--- src/rtl/sevenseg_scan_driver_pkg.sv ---
// Shared seven-segment definitions: segment bit positions, glyph table and
// the nibble-to-glyph helper used by every display block.
package sevenseg_scan_driver_pkg;

  // Bit position of each segment in a 7-bit glyph (gfedcba order).
  localparam int SEG_A = 0;
  localparam int SEG_B = 1;
  localparam int SEG_C = 2;
  localparam int SEG_D = 3;
  localparam int SEG_E = 4;
  localparam int SEG_F = 5;
  localparam int SEG_G = 6;

  // All segments dark, active-high encoding (before any pin inversion).
  localparam logic [6:0] SEG_OFF = 7'h00;

  // Hex glyphs, active-high gfedcba.
  localparam logic [6:0] GLYPH_0 = 7'h3F;
  localparam logic [6:0] GLYPH_1 = 7'h06;
  localparam logic [6:0] GLYPH_2 = 7'h5B;
  localparam logic [6:0] GLYPH_3 = 7'h4F;
  localparam logic [6:0] GLYPH_4 = 7'h66;
  localparam logic [6:0] GLYPH_5 = 7'h6D;
  localparam logic [6:0] GLYPH_6 = 7'h7D;
  localparam logic [6:0] GLYPH_7 = 7'h07;
  localparam logic [6:0] GLYPH_8 = 7'h7F;
  localparam logic [6:0] GLYPH_9 = 7'h6F;
  localparam logic [6:0] GLYPH_A = 7'h77;
  localparam logic [6:0] GLYPH_B = 7'h7C;
  localparam logic [6:0] GLYPH_C = 7'h39;
  localparam logic [6:0] GLYPH_D = 7'h5E;
  localparam logic [6:0] GLYPH_E = 7'h79;
  localparam logic [6:0] GLYPH_F = 7'h71;

  // Map a nibble onto its hex glyph.
  function automatic logic [6:0] hex_glyph(input logic [3:0] nibble);
    logic [6:0] g;
    case (nibble)
      4'h0: g = GLYPH_0;
      4'h1: g = GLYPH_1;
      4'h2: g = GLYPH_2;
      4'h3: g = GLYPH_3;
      4'h4: g = GLYPH_4;
      4'h5: g = GLYPH_5;
      4'h6: g = GLYPH_6;
      4'h7: g = GLYPH_7;
      4'h8: g = GLYPH_8;
      4'h9: g = GLYPH_9;
      4'hA: g = GLYPH_A;
      4'hB: g = GLYPH_B;
      4'hC: g = GLYPH_C;
      4'hD: g = GLYPH_D;
      4'hE: g = GLYPH_E;
      default: g = GLYPH_F;
    endcase
    return g;
  endfunction

endpackage

--- src/rtl/sevenseg_scan_driver_if.sv ---
// Display-side bundle of the scan driver: control/data from the datapath
// and the registered pins toward the board.
interface sevenseg_scan_driver_if #(
  parameter int N_DIGITS = 4
);
  logic                    enable;
  logic                    lz_en;
  logic                    load;
  logic [4*N_DIGITS-1:0]   value;
  logic [N_DIGITS-1:0]     dp_in;
  logic [6:0]              seg;
  logic                    dp;
  logic [N_DIGITS-1:0]     an;
  logic                    frame_start;
  logic                    pending;

  // Datapath side: supplies digits, observes the display pins.
  modport master (
    output enable, lz_en, load, value, dp_in,
    input  seg, dp, an, frame_start, pending
  );

  // Driver side.
  modport slave (
    input  enable, lz_en, load, value, dp_in,
    output seg, dp, an, frame_start, pending
  );
endinterface

--- src/rtl/sevenseg_scan_driver_hex_to_seg7.sv ---
// Combinational nibble-to-glyph decoder with a blanking override.
module hex_to_seg7
  import sevenseg_scan_driver_pkg::*;
(
  input  logic [3:0] nibble_i,
  input  logic       blank_i,
  output logic [6:0] seg_o
);

  // Blank wins over the decoded glyph.
  always_comb begin
    seg_o = blank_i ? SEG_OFF : hex_glyph(nibble_i);
  end

endmodule

--- src/rtl/sevenseg_scan_driver.sv ---
// Time-multiplexed seven-segment scan driver with leading-zero suppression
// and a double-buffered digit store swapped only at frame boundaries.
module sevenseg_scan_driver
  import sevenseg_scan_driver_pkg::*;
#(
  parameter int N_DIGITS       = 4,
  parameter int REFRESH_DIV    = 50000,
  parameter int SEG_ACTIVE_LOW = 0,
  parameter int AN_ACTIVE_LOW  = 1
) (
  input  logic                 clk,
  input  logic                 rst_n,
  sevenseg_scan_driver_if.slave bus
);

  localparam int PW = $clog2(REFRESH_DIV);
  localparam int IW = (N_DIGITS > 1) ? $clog2(N_DIGITS) : 1;
  localparam int VW = 4 * N_DIGITS;

  localparam logic [PW-1:0]       PRE_LAST = PW'(REFRESH_DIV - 1);
  localparam logic [IW-1:0]       IDX_LAST = IW'(N_DIGITS - 1);
  localparam logic [6:0]          SEG_POL  = {7{SEG_ACTIVE_LOW != 0}};
  localparam logic                DP_POL   = (SEG_ACTIVE_LOW != 0);
  localparam logic [N_DIGITS-1:0] AN_POL   = {N_DIGITS{AN_ACTIVE_LOW != 0}};

  logic [PW-1:0]       prescaler_q, prescaler_d;
  logic [IW-1:0]       idx_q, idx_d;
  logic [VW-1:0]       act_val_q, act_val_d, pend_val_q, pend_val_d;
  logic [N_DIGITS-1:0] act_dp_q, act_dp_d, pend_dp_q, pend_dp_d;
  logic                pending_q, pending_d;
  logic                first_q, first_d;
  logic [6:0]          seg_q, seg_d;
  logic                dp_q, dp_d;
  logic [N_DIGITS-1:0] an_q, an_d;
  logic                fs_q, fs_d;

  logic                tick, boundary;
  logic [3:0]          cur_nibble;
  logic                cur_blank;
  logic [6:0]          glyph;
  logic [N_DIGITS-1:0] onehot;

  assign tick     = bus.enable && (prescaler_q == PRE_LAST);
  assign boundary = tick && (idx_q == IDX_LAST);

  // Scan position: prescaler and digit index advance only while enabled.
  always_comb begin
    // NOTE: every always_comb output gets a default first so no path leaves it unassigned (no latch).
    prescaler_d = prescaler_q;
    idx_d       = idx_q;
    if (bus.enable) begin
      if (tick) begin
        prescaler_d = '0;
        idx_d       = (idx_q == IDX_LAST) ? '0 : idx_q + 1'b1;
      end else begin
        prescaler_d = prescaler_q + 1'b1;
      end
    end
    // Remember that the current position is the first of a new frame; held
    // while disabled so the pulse lines up with the first visible digit 0.
    first_d = bus.enable ? boundary : first_q;
  end

  // Double buffer: loads land in pending, swapped into active at the boundary.
  always_comb begin
    pend_val_d = pend_val_q;
    pend_dp_d  = pend_dp_q;
    act_val_d  = act_val_q;
    act_dp_d   = act_dp_q;
    pending_d  = pending_q;
    if (bus.load) begin
      pend_val_d = bus.value;
      pend_dp_d  = bus.dp_in;
      pending_d  = 1'b1;
    end
    if (boundary) begin
      if (bus.load) begin
        act_val_d = bus.value;
        act_dp_d  = bus.dp_in;
      end else if (pending_q) begin
        act_val_d = pend_val_q;
        act_dp_d  = pend_dp_q;
      end
      pending_d = 1'b0;
    end
  end

  // Current digit nibble, leading-zero blanking and digit select.
  always_comb begin
    cur_nibble = act_val_q[4*int'(idx_q) +: 4];
    cur_blank  = 1'b0;
    if (bus.lz_en && (idx_q != '0)) begin
      cur_blank = 1'b1;
      for (int j = 0; j < N_DIGITS; j++) begin
        if (j >= int'(idx_q) && act_val_q[4*j +: 4] != 4'h0) cur_blank = 1'b0;
      end
    end
    for (int i = 0; i < N_DIGITS; i++) onehot[i] = (int'(idx_q) == i);
  end

  hex_to_seg7 u_hex_to_seg7 (
    .nibble_i (cur_nibble),
    .blank_i  (cur_blank),
    .seg_o    (glyph)
  );

  // Pin values for the next cycle, dark whenever scanning is disabled.
  always_comb begin
    seg_d = SEG_OFF ^ SEG_POL;
    dp_d  = DP_POL;
    an_d  = AN_POL;
    fs_d  = 1'b0;
    if (bus.enable) begin
      seg_d = glyph ^ SEG_POL;
      dp_d  = act_dp_q[idx_q] ^ DP_POL;
      an_d  = onehot ^ AN_POL;
      fs_d  = first_q;
    end
  end

  // State and output registers.
  always_ff @(posedge clk or negedge rst_n) begin
    if (!rst_n) begin
      prescaler_q <= '0;
      idx_q       <= '0;
      // NOTE: both digit buffers are reset so the display starts from known zeros.
      act_val_q   <= '0;
      act_dp_q    <= '0;
      pend_val_q  <= '0;
      pend_dp_q   <= '0;
      pending_q   <= 1'b0;
      first_q     <= 1'b0;
      seg_q       <= SEG_OFF ^ SEG_POL;
      dp_q        <= DP_POL;
      an_q        <= AN_POL;
      fs_q        <= 1'b0;
    end else begin
      // NOTE: non-blocking assignments so every register samples pre-edge values.
      prescaler_q <= prescaler_d;
      idx_q       <= idx_d;
      act_val_q   <= act_val_d;
      act_dp_q    <= act_dp_d;
      pend_val_q  <= pend_val_d;
      pend_dp_q   <= pend_dp_d;
      pending_q   <= pending_d;
      first_q     <= first_d;
      seg_q       <= seg_d;
      dp_q        <= dp_d;
      an_q        <= an_d;
      fs_q        <= fs_d;
    end
  end

  assign bus.seg         = seg_q;
  assign bus.dp          = dp_q;
  assign bus.an          = an_q;
  assign bus.frame_start = fs_q;
  assign bus.pending     = pending_q;

endmodule

--- src/flat_wrapper.sv ---
// flat-port wrapper written by rule: the top's interface ports become plain ports
module sevenseg_scan_driver_flat import sevenseg_scan_driver_pkg::*;
#(
  parameter int N_DIGITS       = 4,
  parameter int REFRESH_DIV    = 50000,
  parameter int SEG_ACTIVE_LOW = 0,
  parameter int AN_ACTIVE_LOW  = 1
)
  (clk, rst_n, bus_enable, bus_lz_en, bus_load, bus_value, bus_dp_in, bus_seg, bus_dp, bus_an, bus_frame_start, bus_pending);
  sevenseg_scan_driver_if #(.N_DIGITS(N_DIGITS)) bus_i ();
  input  logic clk;
  input  logic rst_n;
  input wire logic [$bits(bus_i.enable)-1:0] bus_enable;
  input wire logic [$bits(bus_i.lz_en)-1:0] bus_lz_en;
  input wire logic [$bits(bus_i.load)-1:0] bus_load;
  input wire logic [$bits(bus_i.value)-1:0] bus_value;
  input wire logic [$bits(bus_i.dp_in)-1:0] bus_dp_in;
  output wire logic [$bits(bus_i.seg)-1:0] bus_seg;
  output wire logic [$bits(bus_i.dp)-1:0] bus_dp;
  output wire logic [$bits(bus_i.an)-1:0] bus_an;
  output wire logic [$bits(bus_i.frame_start)-1:0] bus_frame_start;
  output wire logic [$bits(bus_i.pending)-1:0] bus_pending;
  assign bus_i.enable = bus_enable;
  assign bus_i.lz_en = bus_lz_en;
  assign bus_i.load = bus_load;
  assign bus_i.value = bus_value;
  assign bus_i.dp_in = bus_dp_in;
  assign bus_seg = bus_i.seg;
  assign bus_dp = bus_i.dp;
  assign bus_an = bus_i.an;
  assign bus_frame_start = bus_i.frame_start;
  assign bus_pending = bus_i.pending;
  sevenseg_scan_driver #(.N_DIGITS(N_DIGITS), .REFRESH_DIV(REFRESH_DIV), .SEG_ACTIVE_LOW(SEG_ACTIVE_LOW), .AN_ACTIVE_LOW(AN_ACTIVE_LOW)) u_core (.clk(clk), .rst_n(rst_n), .bus(bus_i));
endmodule
--- config.mk ---
export PLATFORM = sky130hd
export DESIGN_NAME = sevenseg_scan_driver_flat
export DESIGN_NICKNAME = d
export VERILOG_FILES = /design/src/rtl/sevenseg_scan_driver_pkg.sv /design/src/rtl/sevenseg_scan_driver_if.sv /design/src/rtl/sevenseg_scan_driver_hex_to_seg7.sv /design/src/rtl/sevenseg_scan_driver.sv /design/src/flat_wrapper.sv
export SDC_FILE = /design/constraint.sdc
export NUM_CORES = 1
export LEC_CHECK = 0
export ABC_AREA = 1
export CORE_MARGIN = 5
export CORE_UTILIZATION = 60
export DETAILED_ROUTE_END_ITERATION = 10
export GPL_ROUTABILITY_DRIVEN = 0
export PLACE_DENSITY = 0.91
export SKIP_CTS_REPAIR_TIMING = 1
export SYNTH_ARGS = -nofsm -noshare
export SYNTH_HDL_FRONTEND = slang
export SYNTH_SLANG_ARGS = --single-unit
--- constraint.sdc ---
create_clock -name clk -period 3.9 [get_ports clk]
set_clock_uncertainty 0.1 [all_clocks]
set_input_delay 0.39 -clock clk [delete_from_list [all_inputs] [get_ports clk]]
set_output_delay 0.39 -clock clk [all_outputs]
set_load 0.02 [all_outputs]
==> results.py <==
metrics = {
    "cells_and_area": {
        "final-seq-area_sq_mm": 0.00183,
        "nets": 550,
        "syn_to_final_growth_pct": 14.3,
        "multi_input_area_sq_mm": 0.00167,
        "fin_cells": 595,
        "nFillCells": 491,
        "layout-drive-gt1-share": 0.108,
        "num_antenna_cells": 0,
    },
    "floorplanning": {
        "fp.dieArea_sq_mm": 0.00806,
        "die_h_um": 89.8,
        "io_pins": 39,
        "initial_core_util": 0.608,
        "num_rows": 29,
        "fp.dieW_um": 89.8,
        "coreArea_sq_mm": 0.00628,
    },
    "route": {
        "wirelength_um": 8190,
        "drtPass1Iterations": 5,
        "drc": 0,
        "ant_nets": 0,
        "vias": 3192,
        "vias_per_cell": 5.36,
        "drtIter0Drc": 290,
        "routedWlPerCell_um": 13.8,
    },
    "yosys": {
        "synth_cell_type_count": 30,
        "synth-simple-area-share": 0.364,
        "post-synth-top-area-cell": "dfrtp_1",
        "synth_compound_area_frac": 0.0233,
        "synth_seq_area_share": 0.480,
        "netlist_area_sq_mm": 0.00382,
        "yosys-top-cells-count": "nand2_1 (189), dfrtp_1 (69), nor2_1 (39)",
        "muxShareOfSynthArea": 0,
        "syn-num-nets": 514,
        "synth_fa_ha_area_frac": 0.0393,
        "ys_ff_latch": 73,
        "synthTopCellsByArea": "dfrtp_1 (45%), nand2_1 (19%), ha_1 (3.9%), nand4_1 (3.9%), nor2_1 (3.8%)",
        "synth_top_family_by_area": "simple AND/OR/NAND/NOR gates",
        "synth-async-reset-ratio": 1.00,
        "synth_cells": 477,
        "synth_top_area_share": 0.452,
        "synth.avg_cell_area_sq_um": 8.00,
        "synth-edff-count": 0,
        "synth.most_common_cell": "nand2_1",
        "synthXorXnorAreaFrac": 0.0115,
        "ys.flop_type": "dfrtp_1",
        "yosysWarningCount": 0,
    },
    "pwr": {
        "leakagePower_nw": 2.34,
        "ir_drop_v": 0.000332,
        "power_density_mw_per_mm2": 383,
    },
    "setup_path": {
        "crit_path_frequent_cell": "nand2_1",
        "path_class": "flop to flop",
        "start_kind": "flop",
        "critical-path-top-delay-family": "simple AND/OR/NAND/NOR gates",
        "endpoint_kind": "flop",
        "crit_buf_inv": 3,
        "arrival_ns": 2.46,
        "cp_slowest_cell": "dfrtp_1",
        "path_cells": "inv_2 -> nand2_1 -> nand3_1 -> nand2_2 -> inv_1 -> ha_1 -> inv_1 -> nand2_1 -> nand3_1 -> nand2_1 -> nor2_1",
        "cpPeakStageDelay_ns": 0.69,
        "critPathRequiredTime_ns": 4.07,
        "crit_path_max_fanout": 17,
    },
    "flow_run": {
        "cap_viol_max_count": 0,
    },
    "clocking": {
        "cts_buffers": 9,
        "root_buffer": "clkbuf_8",
        "clockBufferDepth": 2,
        "h-tree-depth": 3,
        "insertion_delay_ns": 0.34,
        "cts_tree": "built",
        "cts.sinks": 73,
        "path_clk_slew_ns": 0.08,
    },
    "sta": {
        "tns_ns": 0,
        "layout_min_cycle_time_ns": 2.29,
        "drv_slew": 0,
        "timing.hold.ws_ns": -0.0206,
        "finalHoldViolations": 29,
        "fin_crit_sh": 0.586,
        "fmax_ghz": 0.437,
        "rsz0062_at_grt": "false",
        "worst_slew_pin_slew_ns": 0.676,
        "maxSlewHeadroom": 0.549,
        "finalSetupViolations": 0,
    },
    "hold_path": {
        "min_path_type": "primary input to async pin",
    },
    "global_route": {
        "grt_usage": 0.212,
        "grt_pass1_wl_um": 14200,
        "gr-total-overflow": 0,
        "grt_max_degree": 45,
        "grt_pass1_vias": 3136,
        "antenna_found_initial": 0,
    },
    "placed_design": {
        "hpwl_um": 5840,
        "port_buffers": 38,
        "placed_cells": 579,
    },
    "outcome": {
        "run_status": "finished with violations",
        "violations": "negative hold slack",
    },
}
routing by layer:
| metal | vias to the layer above | part of all wire | global-route usage |
|---|---|---|---|
| li1 | 1573 | - | - |
| met1 | 1470 | 0.44 | 0.281 |
| met2 | 129 | 0.47 | 0.334 |
| met3 | 20 | 0.064 | 0.0451 |
| met4 | 0 | 0.022 | 0.0932 |
| met5 | - | 0 | 0 |
per-stage QoR:
step	cell area (sq um)	utilization	setup slack, ns	power [W]	hold slack [ns]
floorplan	3820	-	2.23	0.00103	-0.00559
global placement	4180	0.665	1.58	0.00110	0.353
detailed placement	4180	0.665	1.46	0.00111	0.352
CTS	4360	0.695	1.70	0.00168	-0.0186
global route	4360	0.695	1.49	0.00175	0.0229
finish	4360	0.695	1.61	0.00167	-0.0206
sequential cells by signal, summed over array words and instances (netlist names):
name and count:
u_core.bus.seg 7, u_core.idx_q 2, u_core.first_q 1, u_core.act_val_q 16
u_core.bus.dp 1, u_core.bus.an 4, u_core.bus.pending 1, u_core.bus.frame_start 1
u_core.pend_val_q 16, u_core.prescaler_q 16, u_core.act_dp_q 4, u_core.pend_dp_q 4
area by class of cell:
| class | count | share of cell area |
|---|---|---|
| clock buffers | 11 | 0.0301 |
| multi-input cells | 343 | 0.383 |
| flip-flops and latches | 73 | 0.420 |
| clock inverters | 5 | 0.0129 |
| well taps | 77 | 0.0221 |
| inverters | 43 | 0.0370 |
| repair buffers | 43 | 0.0946 |
power by group:
group | switching, W | total, W | internal, W
Combinational | 0.000141 | 0.000228 | 0.0000875
Clock | 0.000276 | 0.000570 | 0.000295
Sequential | 0.0000584 | 0.000870 | 0.000812
worst paths after layout:
path	endpoint	slack, ns	startpoint	depth (start not counted)
worst max-delay path	u_core.bus.seg[3]	1.61	u_core.idx_q[0]	11
worst max register to register	u_core.bus.seg[3]	1.61	u_core.idx_q[0]	11
worst min register to register	u_core.bus.frame_start	0.37	u_core.first_q	2
worst min-delay path	u_core.pend_val_q[6]	-0.02	rst_n	1
max in group asynchronous	u_core.prescaler_q[4]	2.71	rst_n	2
min in group clk	u_core.bus.frame_start	0.37	u_core.first_q	2
kinds of logic after synthesis:
family | Yosys count
XOR/XNOR | 5
adder cells (fa/ha/maj) | 12
buffers and inverters | 61
AO/OA/AOI/OAI | 17
flip-flops | 73
AND/OR/NAND/NOR | 309
layout by cell type, fill, tap and decap left out, drive strengths merged:
master         count
clkinvlp           1
nand3             31
clkinv             3
dfrtp             69
inv               43
o21ai              6
nor3               8
xor2               5
bufinv             1
or2                1
nand2            198
dfstp              4
clkdlybuf4s50     37
clkbuf            11
buf                6
nand4             26
ha                12
a31o               1
nor2              45
a21oi             10
No activity file was read; power rests on OpenSTA's default activity.
